==> src/rtl/core_run_ctrl_if.sv <==
// Boot-load word stream between the host and core_run_ctrl (valid/ready, last-word marker).
interface core_run_ctrl_if;
  logic        ld_valid;
  logic        ld_ready;
  logic [31:0] ld_data;
  logic        ld_last;

  modport master (output ld_valid, ld_data, ld_last, input ld_ready);
  modport slave  (input ld_valid, ld_data, ld_last, output ld_ready);
endinterface

==> src/rtl/core_run_ctrl.sv <==
// Run-control sequencer for the RV32I core: boot load, start/halt/resume, trap stop.
// Optional single-step support is enabled by defining CORE_CTRL_STEP_EN.
module core_run_ctrl #(
  parameter int unsigned ADDR_W = 10,
  parameter int unsigned CNT_W  = 32
) (
  input  logic              clk_i,
  input  logic              rst_i,
  input  logic              cmd_load_i,
  input  logic              cmd_run_i,
  input  logic              cmd_halt_i,
  input  logic              cmd_step_i,
  core_run_ctrl_if.slave    ld,
  output logic              imem_we_o,
  output logic [ADDR_W-1:0] imem_waddr_o,
  output logic [31:0]       imem_wdata_o,
  input  logic [31:0]       instruction_i,
  output logic              core_reset_o,
  output logic              core_en_o,
  output logic [1:0]        state_o,
  output logic [1:0]        halt_cause_o,
  output logic [CNT_W-1:0]  retired_o
);

  typedef enum logic [1:0] {
    StIdle = 2'd0,
    StLoad = 2'd1,
    StRun  = 2'd2,
    StHalt = 2'd3
  } state_e;

  localparam logic [31:0] InstrEcall  = 32'h0000_0073;
  localparam logic [31:0] InstrEbreak = 32'h0010_0073;

  state_e             state_q;
  logic [ADDR_W-1:0]  addr_q;
  logic               core_reset_q;
  logic               skip_q;
  logic [1:0]         cause_q;
  logic [CNT_W-1:0]   retired_q;

  logic is_ecall, is_ebreak, hit;
  logic ld_ready, ld_fire, ld_done, step_fire;

  assign is_ecall  = (instruction_i == InstrEcall);
  assign is_ebreak = (instruction_i == InstrEbreak);
  // skip_q lets a resumed core execute the instruction that trapped it.
  assign hit       = (is_ecall | is_ebreak) & ~skip_q;

  assign ld_ready  = (state_q == StLoad) & ~cmd_halt_i;
  assign ld_fire   = ld.ld_valid & ld_ready;
  assign ld_done   = ld.ld_last | (addr_q == {ADDR_W{1'b1}});

`ifdef CORE_CTRL_STEP_EN
  assign step_fire = (state_q == StHalt) & cmd_step_i & ~cmd_load_i & ~cmd_run_i;
`else
  logic unused_cmd_step;
  assign unused_cmd_step = cmd_step_i;
  assign step_fire       = 1'b0;
`endif

  assign core_en_o    = ((state_q == StRun) & ~hit & ~cmd_halt_i) | step_fire;
  assign ld.ld_ready  = ld_ready;
  assign imem_we_o    = ld_fire;
  assign imem_waddr_o = addr_q;
  assign imem_wdata_o = ld.ld_data;
  assign core_reset_o = core_reset_q;
  assign state_o      = state_q;
  assign halt_cause_o = cause_q;
  assign retired_o    = retired_q;

  always_ff @(posedge clk_i or posedge rst_i) begin
    if (rst_i) begin
      state_q      <= StIdle;
      addr_q       <= '0;
      core_reset_q <= 1'b1;
      skip_q       <= 1'b0;
      cause_q      <= 2'd0;
      retired_q    <= '0;
    end else begin
      skip_q <= 1'b0;
      if (core_en_o) begin
        retired_q <= retired_q + CNT_W'(1);
      end
      unique case (state_q)
        StIdle: begin
          if (cmd_load_i) begin
            state_q <= StLoad;
            addr_q  <= '0;
          end else if (cmd_run_i) begin
            state_q      <= StRun;
            core_reset_q <= 1'b0;
            retired_q    <= '0;
            cause_q      <= 2'd0;
          end
        end
        StLoad: begin
          if (cmd_halt_i) begin
            state_q <= StIdle;
          end else if (ld_fire) begin
            addr_q <= addr_q + ADDR_W'(1);
            if (ld_done) begin
              state_q <= StIdle;
            end
          end
        end
        StRun: begin
          if (cmd_halt_i) begin
            state_q <= StHalt;
            cause_q <= 2'd3;
          end else if (hit) begin
            state_q <= StHalt;
            cause_q <= is_ecall ? 2'd1 : 2'd2;
          end
        end
        StHalt: begin
          if (cmd_load_i) begin
            state_q      <= StLoad;
            addr_q       <= '0;
            core_reset_q <= 1'b1;
          end else if (cmd_run_i) begin
            state_q <= StRun;
            skip_q  <= 1'b1;
          end
        end
        default: state_q <= StIdle;
      endcase
    end
  end

endmodule

==> src/flat_wrapper.sv <==
// flat-port wrapper written by rule: the top's interface ports become plain ports
module core_run_ctrl_flat 
#(
  parameter int unsigned ADDR_W = 10,
  parameter int unsigned CNT_W  = 32
)
  (clk_i, rst_i, cmd_load_i, cmd_run_i, cmd_halt_i, cmd_step_i, imem_we_o, imem_waddr_o, imem_wdata_o, instruction_i, core_reset_o, core_en_o, state_o, halt_cause_o, retired_o, ld_ld_valid, ld_ld_data, ld_ld_last, ld_ld_ready);
  core_run_ctrl_if ld_i ();
  input  logic clk_i;
  input  logic rst_i;
  input  logic cmd_load_i;
  input  logic cmd_run_i;
  input  logic cmd_halt_i;
  input  logic cmd_step_i;
  output logic imem_we_o;
  output logic [ADDR_W-1:0] imem_waddr_o;
  output logic [31:0] imem_wdata_o;
  input  logic [31:0] instruction_i;
  output logic core_reset_o;
  output logic core_en_o;
  output logic [1:0] state_o;
  output logic [1:0] halt_cause_o;
  output logic [CNT_W-1:0] retired_o;
  input wire logic [$bits(ld_i.ld_valid)-1:0] ld_ld_valid;
  input wire logic [$bits(ld_i.ld_data)-1:0] ld_ld_data;
  input wire logic [$bits(ld_i.ld_last)-1:0] ld_ld_last;
  output wire logic [$bits(ld_i.ld_ready)-1:0] ld_ld_ready;
  assign ld_i.ld_valid = ld_ld_valid;
  assign ld_i.ld_data = ld_ld_data;
  assign ld_i.ld_last = ld_ld_last;
  assign ld_ld_ready = ld_i.ld_ready;
  core_run_ctrl #(.ADDR_W(ADDR_W), .CNT_W(CNT_W)) u_core (.clk_i(clk_i), .rst_i(rst_i), .cmd_load_i(cmd_load_i), .cmd_run_i(cmd_run_i), .cmd_halt_i(cmd_halt_i), .cmd_step_i(cmd_step_i), .ld(ld_i), .imem_we_o(imem_we_o), .imem_waddr_o(imem_waddr_o), .imem_wdata_o(imem_wdata_o), .instruction_i(instruction_i), .core_reset_o(core_reset_o), .core_en_o(core_en_o), .state_o(state_o), .halt_cause_o(halt_cause_o), .retired_o(retired_o));
endmodule
==> config.mk <==
export PLATFORM = sky130hd
export DESIGN_NAME = core_run_ctrl_flat
export DESIGN_NICKNAME = d
export VERILOG_FILES = /design/src/rtl/core_run_ctrl_if.sv /design/src/rtl/core_run_ctrl.sv /design/src/flat_wrapper.sv
export SDC_FILE = /design/constraint.sdc
export NUM_CORES = 1
export LEC_CHECK = 0
export ABC_AREA = 1
export CORE_ASPECT_RATIO = 0.75
export CORE_MARGIN = 5
export CORE_UTILIZATION = 50
export DETAILED_ROUTE_END_ITERATION = 7
export DONT_BUFFER_PORTS = 1
export PLACE_DENSITY = 0.78
export SLEW_MARGIN = 20
export SYNTH_ARGS = -nofsm -noshare
export SYNTH_HDL_FRONTEND = slang
export SYNTH_SLANG_ARGS = --single-unit
==> constraint.sdc <==
create_clock -name clk_i -period 1.6 [get_ports clk_i]
set_input_delay 0.4 -clock clk_i [delete_from_list [all_inputs] [get_ports clk_i]]
set_output_delay 0.4 -clock clk_i [all_outputs]
set_load 0.01 [all_outputs]
==> results of run 1 <==
sequential cells by signal, summed over array words and instances (netlist names):
register and flops:
u_core.core_reset_o 1, u_core.halt_cause_o 2, u_core.imem_waddr_o 10, u_core.retired_o 32
u_core.skip_q 1, u_core.state_o 2
area by class of cell:
type / instances / share of cell area [%]
clock inverters: 3 / 0.900
well taps: 98 / 2.60
repair buffers: 86 / 15.5
clock buffers: 5 / 1.46
flip-flops and latches: 48 / 25.5
inverters: 75 / 6.51
multi-input cells: 405 / 47.5
power breakdown:
| part | total [uW] | switching (uW) | internal (uW) |
|---|---|---|---|
| registers | 1500 | 143 | 1360 |
| clock network | 939 | 475 | 464 |
| logic | 2250 | 1290 | 965 |
synthesized netlist by cell type, types with 3 or more instances:
library cell,n,area [sq um]
buf_6,4,45.0
ha_1,7,87.6
nor3_1,11,55.1
buf_4,32,240
nand2_2,8,50.1
nand4_1,11,68.8
nand2_1,166,623
nand3b_1,3,22.5
nand3_1,26,130
dfrtp_1,47,1180
nor2_1,108,405
inv_2,5,18.8
nor2_2,8,50.1
inv_1,70,263
o21ai_0,12,60.1
nor2_4,4,45.0
o21ai_1,4,20.0
a21oi_1,17,85.1
critical path: stages (launching register included):
cell and delay [ns]:
dfrtp_2 0.45, inv_4 0.07, ha_4 0.13, inv_4 0.04, nor2_4 0.10, inv_4 0.05
nor2_4 0.29
per-layer routing:
metal | share of wire (%) | wire length, um | track usage (%)
met1 | 39 | 4710 | 31.6
met2 | 45 | 5400 | 34.5
met3 | 12 | 1490 | 7.12
met4 | 3.6 | 439 | 4.82
met5 | 0 | 0 | 0
worst paths after layout:
kind                       slack (ns)                endpoint                 from  cells past startpoint
max                             -0.24               core_en_o    u_core.state_o[0]                      6
min                              0.23     u_core.core_reset_o           cmd_load_i                      2
max reg2reg                     -0.19     u_core.retired_o[5]    u_core.state_o[0]                     12
min reg2reg                      0.54     u_core.core_reset_o  u_core.core_reset_o                      2
max in group asynchronous        0.54    u_core.retired_o[27]                rst_i                      3
min in group asynchronous        0.56  u_core.imem_waddr_o[7]                rst_i                      2
metrics by stage:
step | setup slack (ns) | cell area (sq um) | utilization (%) | std cells | TNS, ns
after global routing | -0.248 | 4720 | 68.2 | 720 | -5.66
after global placement | -0.326 | 3980 | 57.5 | 684 | -10.22
after detailed placement | -0.428 | 3980 | 57.5 | 684 | -12.72
after CTS | -0.188 | 4210 | 60.8 | 699 | -2.36
final | -0.237 | 4720 | 68.2 | 720 | -3.04
after floorplan | -0.0153 | 3670 | - | 562 | -0.0293
cell families after synthesis:
family          count (synthesis)
buf+inv                       114
fa+ha+maj                       7
flops                          48
xor+xnor                        1
simple gates                  352
compound gates                 40
repair_timing:
item | 4_1_cts | 5_1_grt
pin swaps | 19 | 48
gates cloned | 3 | 2
endpoints found under the setup margin | 48 | 46
hold buffers | 1 | 0
hold endpoints to repair | 15 | 0
resized for setup | 26 | 94
setup buffers | 3 | 19
==> summary.txt, run 1 <==
Synth
  • Complex-gate fraction of the synthesized area: approximately 6%
  • Mux share of post-synthesis cell area: 0%
  • Synth Area in XOR/XNOR: 0.243%
  • Simple-Gate Fraction of Synth Area: 41.9%
  • Seq/Total Area, Yosys: 33.3%
  • Adder-Cell Fraction of Synth Area: 2.43%
  • Synthesized flop and latch total: between 40 and 50
  • Yosys warnings: 0
  • Mapped Cells: 562
  • Async SR Flop Fraction: 100%
  • Top FF cell, synth: dfrtp_1
  • Mapped Area: 3610 sq um
  • Yosys cell types: 33
  • Syn_area_per_cell: 6.42 sq um
  • Largest family of logic cells by synthesized area: simple AND/OR/NAND/NOR gates
  • Post-synth EDFFs: 0
  • Post-Syn Nets: 641

Floorplanning
  • Ports: 154
  • DIE AREA: 9040 sq um
  • Initial Util: 52.1%
  • FP Rows: 26
  • Die width: 108 um
  • Die Ht: 83.6 um
  • Core area: 6930 sq um

Min path
  • Hold Path Class: primary input to flop

Place
  • DP Wirelength: 7.65 mm
  • Port bufs: 0
  • Routability Congestion: between 0.9 and 1

Timing
  • RSZ-0062 raised after global routing: yes
  • Final Hold Slack: 0.227 ns
  • Fin. Hold Viols: 0
  • Highest Clock Rate: 0.544 GHz
  • Slew @ Worst Pin: roughly 0.43 ns
  • Slew margin rel.: 70.9%
  • Tcrit/Tclk final: 115%
  • Worst setup margin: -0.237 ns
  • Final count of pins violating max slew: 0
  • Minimum clock period: 1.84 ns
  • Skew final: 0.0236 ns
  • Final setup violation count: 37

Global route
  • Overall routing resource usage: a little under a quarter
  • Largest net degree at the start of global routing: 22
  • Initial antenna violation count: 0
  • Vias in the first global route: about 3500
  • First-pass GRT wire length: 16.9 mm
  • Global route overflow: 0

Route
  • Remaining DRCs: 0
  • Vias per inst: around 5.6
  • Final ANT Viol Nets: 0
  • Vias after detailed routing: 4046
  • Final WL: 12.0 mm
  • DR iter-0 viols: ~430
  • Per-cell routed wire length: 16.7 um
  • Drt pass-1 iters: 6

Power
  • Maximum vdd drop: 0.000882 V
  • Leakage: 0.00222 uW
  • Pwr per Cell Area: roughly 1000 nW/um^2
  • Total power draw: between 4000 and 5000 uW

Finish
  • Most frequent cells in the layout: nand2_1, nor2_1, buf_4, inv_1, dfrtp_1
  • ANT cells: 0
  • Commonest non-fill, non-tap cell in the layout: nand2_1
  • Filler Cell Count: 527
  • Area occupied by multi-input gates: 2240 sq um
  • Reg area: approximately 1200 sq um
  • Share of cells above drive strength 1: between 30% and 40%
  • Layout Nets: 700
  • Synth-to-layout area growth: 30.9%

Run status
  • Failing checks: setup timing
  • Status: finished, violations left

Clock network
  • Worst-case clock buffer depth: 2
  • H-tree Lvls: 2
  • CTS tree: done
  • Clk sinks: 48
  • Num CTS Buffers: 5
  • Worst-path clk slew: 0.10 ns
  • Clk Latency, worst-skew pair: 0.32 ns
  • Root Buffer: clkbuf_8

Job
  • MaxCap Viol Count: 0

Worst setup path
  • Arrival time worst endpoint: 1.44 ns
  • Req. time, crit path: 1.20 ns
  • Setup crit end kind: primary output
  • Kind of critical path: flop to primary output
  • CP Launch Type: flop
  • Largest fanout on the critical path: 6
Note: power is estimated with default switching activity, not from simulation.
==> inputs of run 2 (changes only) <==
--- a/config.mk
+++ b/config.mk
@@ -7,7 +7,6 @@
 export LEC_CHECK = 0
 export ABC_AREA = 1
 export CORE_ASPECT_RATIO = 0.75
-export CORE_MARGIN = 5
 export CORE_UTILIZATION = 50
 export DETAILED_ROUTE_END_ITERATION = 7
 export DONT_BUFFER_PORTS = 1
==> run 2 against run 1 <==
Compared with the run above: the run still ends with setup timing left; highest routed layer unchanged; cell area up 3.1%; largest power group unchanged; global-route usage grew 3.5 points; clock skew down 0.0062 ns; count of clock-buffer cells in the layout rose by 1.
==> summary.txt, run 2 (synthesized netlist as in run 1, its figures left out) <==
Finish
  • Filler Cell Count: 491 (was 527)
  • Reg area: 1210 sq um (about the same)
  • Final core occ: 70.6% (was 68.2%)
  • Share of cells above drive strength 1: 35.1% (was 33.4%)
  • Layout Nets: 704 (was 700)
  • Commonest non-fill, non-tap cell in the layout: nand2_1 (unchanged)
  • Synth-to-layout area growth: 34.9% (was 30.9%)
  • Area occupied by multi-input gates: 2320 sq um (was 2240 sq um)
  • ANT cells: 0 (unchanged)
  • Most frequent cells in the layout: nand2_1, nor2_1, buf_4, inv_1, dfrtp_1 (unchanged)
  • Max reg flops: 32 (unchanged)
  • Non-filler cells, final: 724 (was 720)

Run status
  • Failing checks: setup timing (unchanged)
  • Status: finished, violations left (unchanged)

Floorplanning
  • Die Ht: 75.6 um (was 83.6 um)
  • Ports: 154 (unchanged)
  • Die width: 100 um (was 108 um)
  • DIE AREA: 7570 sq um (was 9040 sq um)
  • FP Rows: 26 (unchanged)
  • Core area: 6900 sq um (was 6930 sq um)
  • Initial Util: 52.3% (was 52.1%)

Timing
  • Minimum clock period: 1.88 ns (was 1.84 ns)
  • Final count of pins violating max slew: 0 (unchanged)
  • RSZ-0062 raised after global routing: yes (unchanged)
  • Fin. Hold Viols: 0 (unchanged)
  • Final setup TNS: -3.91 ns (was -3.04 ns)
  • Highest Clock Rate: 0.531 GHz (was 0.544 GHz)
  • Worst setup margin: -0.285 ns (was -0.237 ns)
  • Slew @ Worst Pin: 0.421 ns (was 0.435 ns)
  • Final setup violation count: 35 (was 37)
  • Tcrit/Tclk final: 118% (was 115%)
  • Slew margin rel.: 71.9% (was 70.9%)
  • Skew final: 0.0174 ns (was 0.0236 ns)

Power
  • Maximum vdd drop: 0.000591 V (was 0.000882 V)
  • Leakage: 0.00227 uW (was 0.00222 uW)
  • Pwr per Cell Area: 994 nW/um^2 (about the same)

Clock network
  • CTS tree: done (unchanged)
  • H-tree Lvls: 2 (unchanged)
  • Clk sinks: 48 (unchanged)
  • Worst-case clock buffer depth: 2 (unchanged)
  • Clk Latency, worst-skew pair: 0.33 ns (was 0.32 ns)
  • Worst-path clk slew: 0.11 ns (was 0.10 ns)
  • Root Buffer: clkbuf_8 (unchanged)
  • Num CTS Buffers: 5 (unchanged)

Route
  • Remaining DRCs: 0 (unchanged)
  • Drt pass-1 iters: 6 (unchanged)
  • Final ANT Viol Nets: 0 (unchanged)
  • Final WL: 12.4 mm (was 12.0 mm)
  • Vias after detailed routing: 4109 (was 4046)
  • DR iter-0 viols: 371 (was 432)
  • Per-cell routed wire length: 17.2 um (was 16.7 um)
  • Vias per inst: 5.68 (was 5.62)

Worst setup path
  • Arrival time worst endpoint: 2.10 ns (was 1.44 ns)
  • CP Launch Type: flop (unchanged)
  • Largest fanout on the critical path: 5 (was 6)
  • Kind of critical path: flop to flop (was flop to primary output)
  • Req. time, crit path: 1.82 ns (was 1.20 ns)
  • Setup crit end kind: flop (was primary output)
  • R2R depth: 11 (was 12)

Global route
  • Busiest grt layer: met2 (unchanged)
  • Overall routing resource usage: 26.2% (was 22.7%)
  • Global route overflow: 0 (unchanged)
  • Met3 Use GR: 9.82% (was 7.12%)
  • Vias in the first global route: 3340 (was 3485)
  • Initial antenna violation count: 0 (unchanged)
  • Met1 Usage GRT: 33.3% (was 31.6%)
  • M2 GR Usage: 42.6% (was 34.5%)
  • Largest net degree at the start of global routing: 34 (was 22)
  • First-pass GRT wire length: 15.4 mm (was 16.9 mm)

Place
  • Routability Congestion: 0.983 (was 0.904)
  • DP Wirelength: 7.19 mm (was 7.65 mm)
  • Dpl cells: 676 (was 684)
  • Port bufs: 0 (unchanged)

Min path
  • Hold Path Class: primary input to flop (unchanged)
  • Hold Crit Depth: 2 (unchanged)

Job
  • MaxCap Viol Count: 0 (unchanged)
run 2: changes by cell type in the layout (fill, tap and decap cells not counted), moves of 4 or more:
cell and delta:
nand3_2 +5, buf_4 -4, nand2_1 +6, buf_6 +5, dfrtp_2 +5, nand3_1 -6
nand2_2 -5, nor3_1 -4, dfrtp_1 -5
run 2: routing by layer:
metal | wire length, um | share of wire (%)
met3 | 1480 | 12
met2 | 5710 | 46
met5 | 0 | 0
met4 | 501 | 4.0
met1 | 4760 | 38
run 2: area by class of cell:
| type | count | area share [%] |
|---|---|---|
| clock buffer | 6 | 1.49 |
| tap | 98 | 2.52 |
| inverter | 75 | 6.27 |
| timing repair buffer | 90 | 16.9 |
| sequential | 48 | 24.9 |
| clock inverter | 2 | 0.334 |
| multi-input combinational | 405 | 47.6 |
run 2: worst max-delay path: stages (launching register included):
cell and delay, ns:
dfrtp_2 0.43, inv_4 0.07, ha_4 0.14, inv_4 0.04
nor2_4 0.11, inv_4 0.06, buf_6 0.12, buf_8 0.13
nor2_2 0.26, nand2_1 0.13, nor2_1 0.19, nor2_1 0.09
run 2: path summary, 6_finish.rpt:
path	from	endpoint	slack, ns
worst max-delay path	u_core.state_o[0]	u_core.retired_o[9]	-0.28
worst min-delay path	cmd_load_i	u_core.core_reset_o	0.23
worst max register to register	u_core.state_o[0]	u_core.retired_o[9]	-0.28
worst min register to register	u_core.core_reset_o	u_core.core_reset_o	0.53
max in group asynchronous	rst_i	u_core.retired_o[14]	0.53
min in group asynchronous	rst_i	u_core.imem_waddr_o[9]	0.56
run 2: power by group:
part | leakage (uW) | internal (uW) | total (uW) | switching, uW
sequential | 0.000647 | 1360 | 1500 | 143
combinational | 0.00158 | 1190 | 2540 | 1350
clock | 0.0000414 | 313 | 793 | 480
run 2: repair_timing:
item / CTS / global route
hold endpoints to repair: 14 / 0
hold buffers: 1 / 0
resized for setup: 24 / 116
setup buffers: 8 / 26
setup endpoints to repair: 46 / 46
pin swaps: 16 / 48
gates cloned: 3 / 4
run 2: per-stage QoR:
step | hold slack [ns] | total power [uW] | area, sq um | setup slack (ns)
detailed placement | 0.294 | 3070 | 3920 | -0.429
floorplan | 0.429 | 2580 | 3670 | -0.0153
CTS | 0.244 | 4150 | 4190 | -0.231
global route | 0.248 | 5050 | 4870 | -0.438
global placement | 0.284 | 3010 | 3920 | -0.330
finish | 0.234 | 4840 | 4870 | -0.285
==> inputs of run 3 (changes only) <==
--- a/config.mk
+++ b/config.mk
@@ -10,7 +10,7 @@
 export CORE_UTILIZATION = 50
 export DETAILED_ROUTE_END_ITERATION = 7
 export DONT_BUFFER_PORTS = 1
-export PLACE_DENSITY = 0.78
+export PLACE_DENSITY = 0.65
 export SLEW_MARGIN = 20
 export SYNTH_ARGS = -nofsm -noshare
 export SYNTH_HDL_FRONTEND = slang
==> run 3 against run 2 <==
Compared with the run above: the flow still finishes with violations (setup timing); cell count down 0.97%; largest power group unchanged; register-to-register slack gained 0.13 ns; fmax increased by 5.3%; hold slack improved by 0.020 ns; critical path type is now flop to primary output; sequential cell count unchanged.
==> summary.txt, run 3 (synthesized netlist as in run 1, its figures left out) <==
Min path
  • Hold Path Class: primary input to flop (unchanged)

Clock network
  • Clk sinks: 48 (unchanged)
  • H-tree Lvls: 2 (unchanged)
  • Worst-case clock buffer depth: 2 (unchanged)
  • CTS tree: done (unchanged)
  • Num CTS Buffers: 5 (unchanged)
  • Worst-path clk slew: 0.09 ns (was 0.11 ns)
  • Clk Latency, worst-skew pair: 0.30 ns (was 0.33 ns)
  • Root Buffer: clkbuf_8 (unchanged)

Route
  • Remaining DRCs: 0 (unchanged)
  • Drt pass-1 iters: 5 (was 6)
  • Vias after detailed routing: 3819 (was 4109)
  • DR iter-0 viols: 338 (was 371)
  • Final ANT Viol Nets: 0 (unchanged)
  • Final WL: 11.2 mm (was 12.4 mm)
  • Vias per inst: 5.33 (was 5.68)
  • Per-cell routed wire length: 15.6 um (was 17.2 um)

Floorplanning
  • Initial Util: 52.3% (unchanged)
  • FP Rows: 26 (unchanged)
  • Die Ht: 75.6 um (unchanged)
  • Die width: 100 um (unchanged)
  • DIE AREA: 7570 sq um (unchanged)
  • Ports: 154 (unchanged)
  • Core area: 6900 sq um (unchanged)

Finish
  • Layout Nets: 698 (was 704)
  • Synth-to-layout area growth: 31.7% (was 34.9%)
  • Non-filler cells, final: 717 (was 724)
  • Share of cells above drive strength 1: 33.4% (was 35.1%)
  • Commonest non-fill, non-tap cell in the layout: nand2_1 (unchanged)
  • Most frequent cells in the layout: nand2_1, nor2_1, buf_4, inv_1, dfrtp_1 (unchanged)
  • Max reg flops: 32 (unchanged)
  • ANT cells: 0 (unchanged)

Timing
  • RSZ-0062 raised after global routing: yes (unchanged)
  • Final setup violation count: 11 (was 35)
  • Minimum clock period: 1.79 ns (was 1.88 ns)
  • Tcrit/Tclk final: 112% (was 118%)
  • Skew final: 0.0148 ns (was 0.0174 ns)
  • Final count of pins violating max slew: 0 (unchanged)
  • Fin. Hold Viols: 0 (unchanged)
  • Slew @ Worst Pin: 0.463 ns (was 0.421 ns)
  • Slew margin rel.: 69.1% (was 71.9%)
  • Highest Clock Rate: 0.559 GHz (was 0.531 GHz)
  • Final setup TNS: -1.01 ns (was -3.91 ns)
  • Worst setup margin: -0.190 ns (was -0.285 ns)

Power
  • Pwr per Cell Area: 999 nW/um^2 (was 994 nW/um^2)
  • Leakage: 0.00222 uW (was 0.00227 uW)
  • Maximum vdd drop: 0.00109 V (was 0.000591 V)

Place
  • Dpl cells: 679 (was 676)
  • Port bufs: 0 (unchanged)
  • Routability Congestion: 0.939 (was 0.983)
  • DP Wirelength: 7.55 mm (was 7.19 mm)

Job
  • MaxCap Viol Count: 0 (unchanged)

Run status
  • Failing checks: setup timing (unchanged)
  • Status: finished, violations left (unchanged)

Worst setup path
  • Kind of critical path: flop to primary output (was flop to flop)
  • Req. time, crit path: 1.20 ns (was 1.82 ns)
  • CP Launch Type: flop (unchanged)
  • Largest fanout on the critical path: 6 (was 5)
  • Setup crit end kind: primary output (was flop)
  • Arrival time worst endpoint: 1.39 ns (was 2.10 ns)

Global route
  • First-pass GRT wire length: 15.8 mm (was 15.4 mm)
  • Initial antenna violation count: 0 (unchanged)
  • Largest net degree at the start of global routing: 23 (was 34)
  • Global route overflow: 0 (unchanged)
  • Overall routing resource usage: 27.4% (was 26.2%)
  • Vias in the first global route: 3230 (was 3340)
## run 3: routing by layer
metal / wire (um) / GRT usage (%) / up-vias
li1: - / - / 1829
met1: 5020 / 38.6 / 1789
met2: 4980 / 41.3 / 163
met3: 881 / 6.79 / 38
met4: 270 / 9.66 / 0
met5: 0 / 0 / -
## run 3: stage by stage
step	util, %	instance area [sq um]	power, uW	hold WS (ns)	setup WS (ns)
2_1_floorplan	-	3670	2580	0.429	-0.0153
3_3_place_gp	57.4	3960	3000	0.318	-0.335
3_5_place_dp	57.4	3960	3050	0.317	-0.394
4_1_cts	61.2	4220	4170	0.243	-0.196
5_1_grt	68.9	4750	5000	0.261	-0.247
6_report	68.9	4750	4750	0.254	-0.190
## run 3: area by class of cell
type	count	area (sq um)
clock buffer	7	96.3
fill	583	2140
timing repair buffer	84	761
tap	98	123
inverter	75	310
sequential	48	1210
multi-input combinational	405	2250
## run 3: worst paths after layout
kind                                startpoint                      to  slack (ns)  cells after the start
max                          u_core.state_o[1]               core_en_o       -0.19                      6
min reg2reg                u_core.core_reset_o     u_core.core_reset_o        0.53                      2
max reg2reg                  u_core.state_o[0]  u_core.imem_waddr_o[8]       -0.15                     11
min in group asynchronous                rst_i  u_core.imem_waddr_o[4]        0.59                      2
max in group asynchronous                rst_i    u_core.retired_o[19]        0.53                      3
min                                 cmd_load_i     u_core.core_reset_o        0.25                      2
## run 3: critical path, stage by stage (launching register included)
cell and delay, ns:
dfrtp_2 0.38, buf_4 0.12, ha_4 0.13, inv_2 0.04
nor2_4 0.11, inv_4 0.05, nor2_4 0.25
## run 3: where the power goes
group	internal, uW	switching, uW	total, uW	leakage [uW]
sequential	1360	141	1500	0.000650
combinational	1130	1320	2450	0.00152
clock	386	415	801	0.0000503
## run 3: what timing repair did
item | 4_1_cts | 5_1_grt
hold endpoints to repair | 15 | 0
setup endpoints to repair | 48 | 46
gates resized for setup | 32 | 100
pin swaps | 19 | 40
setup buffers | 6 | 21
gates cloned | 3 | 2
hold buffers | 1 | 0
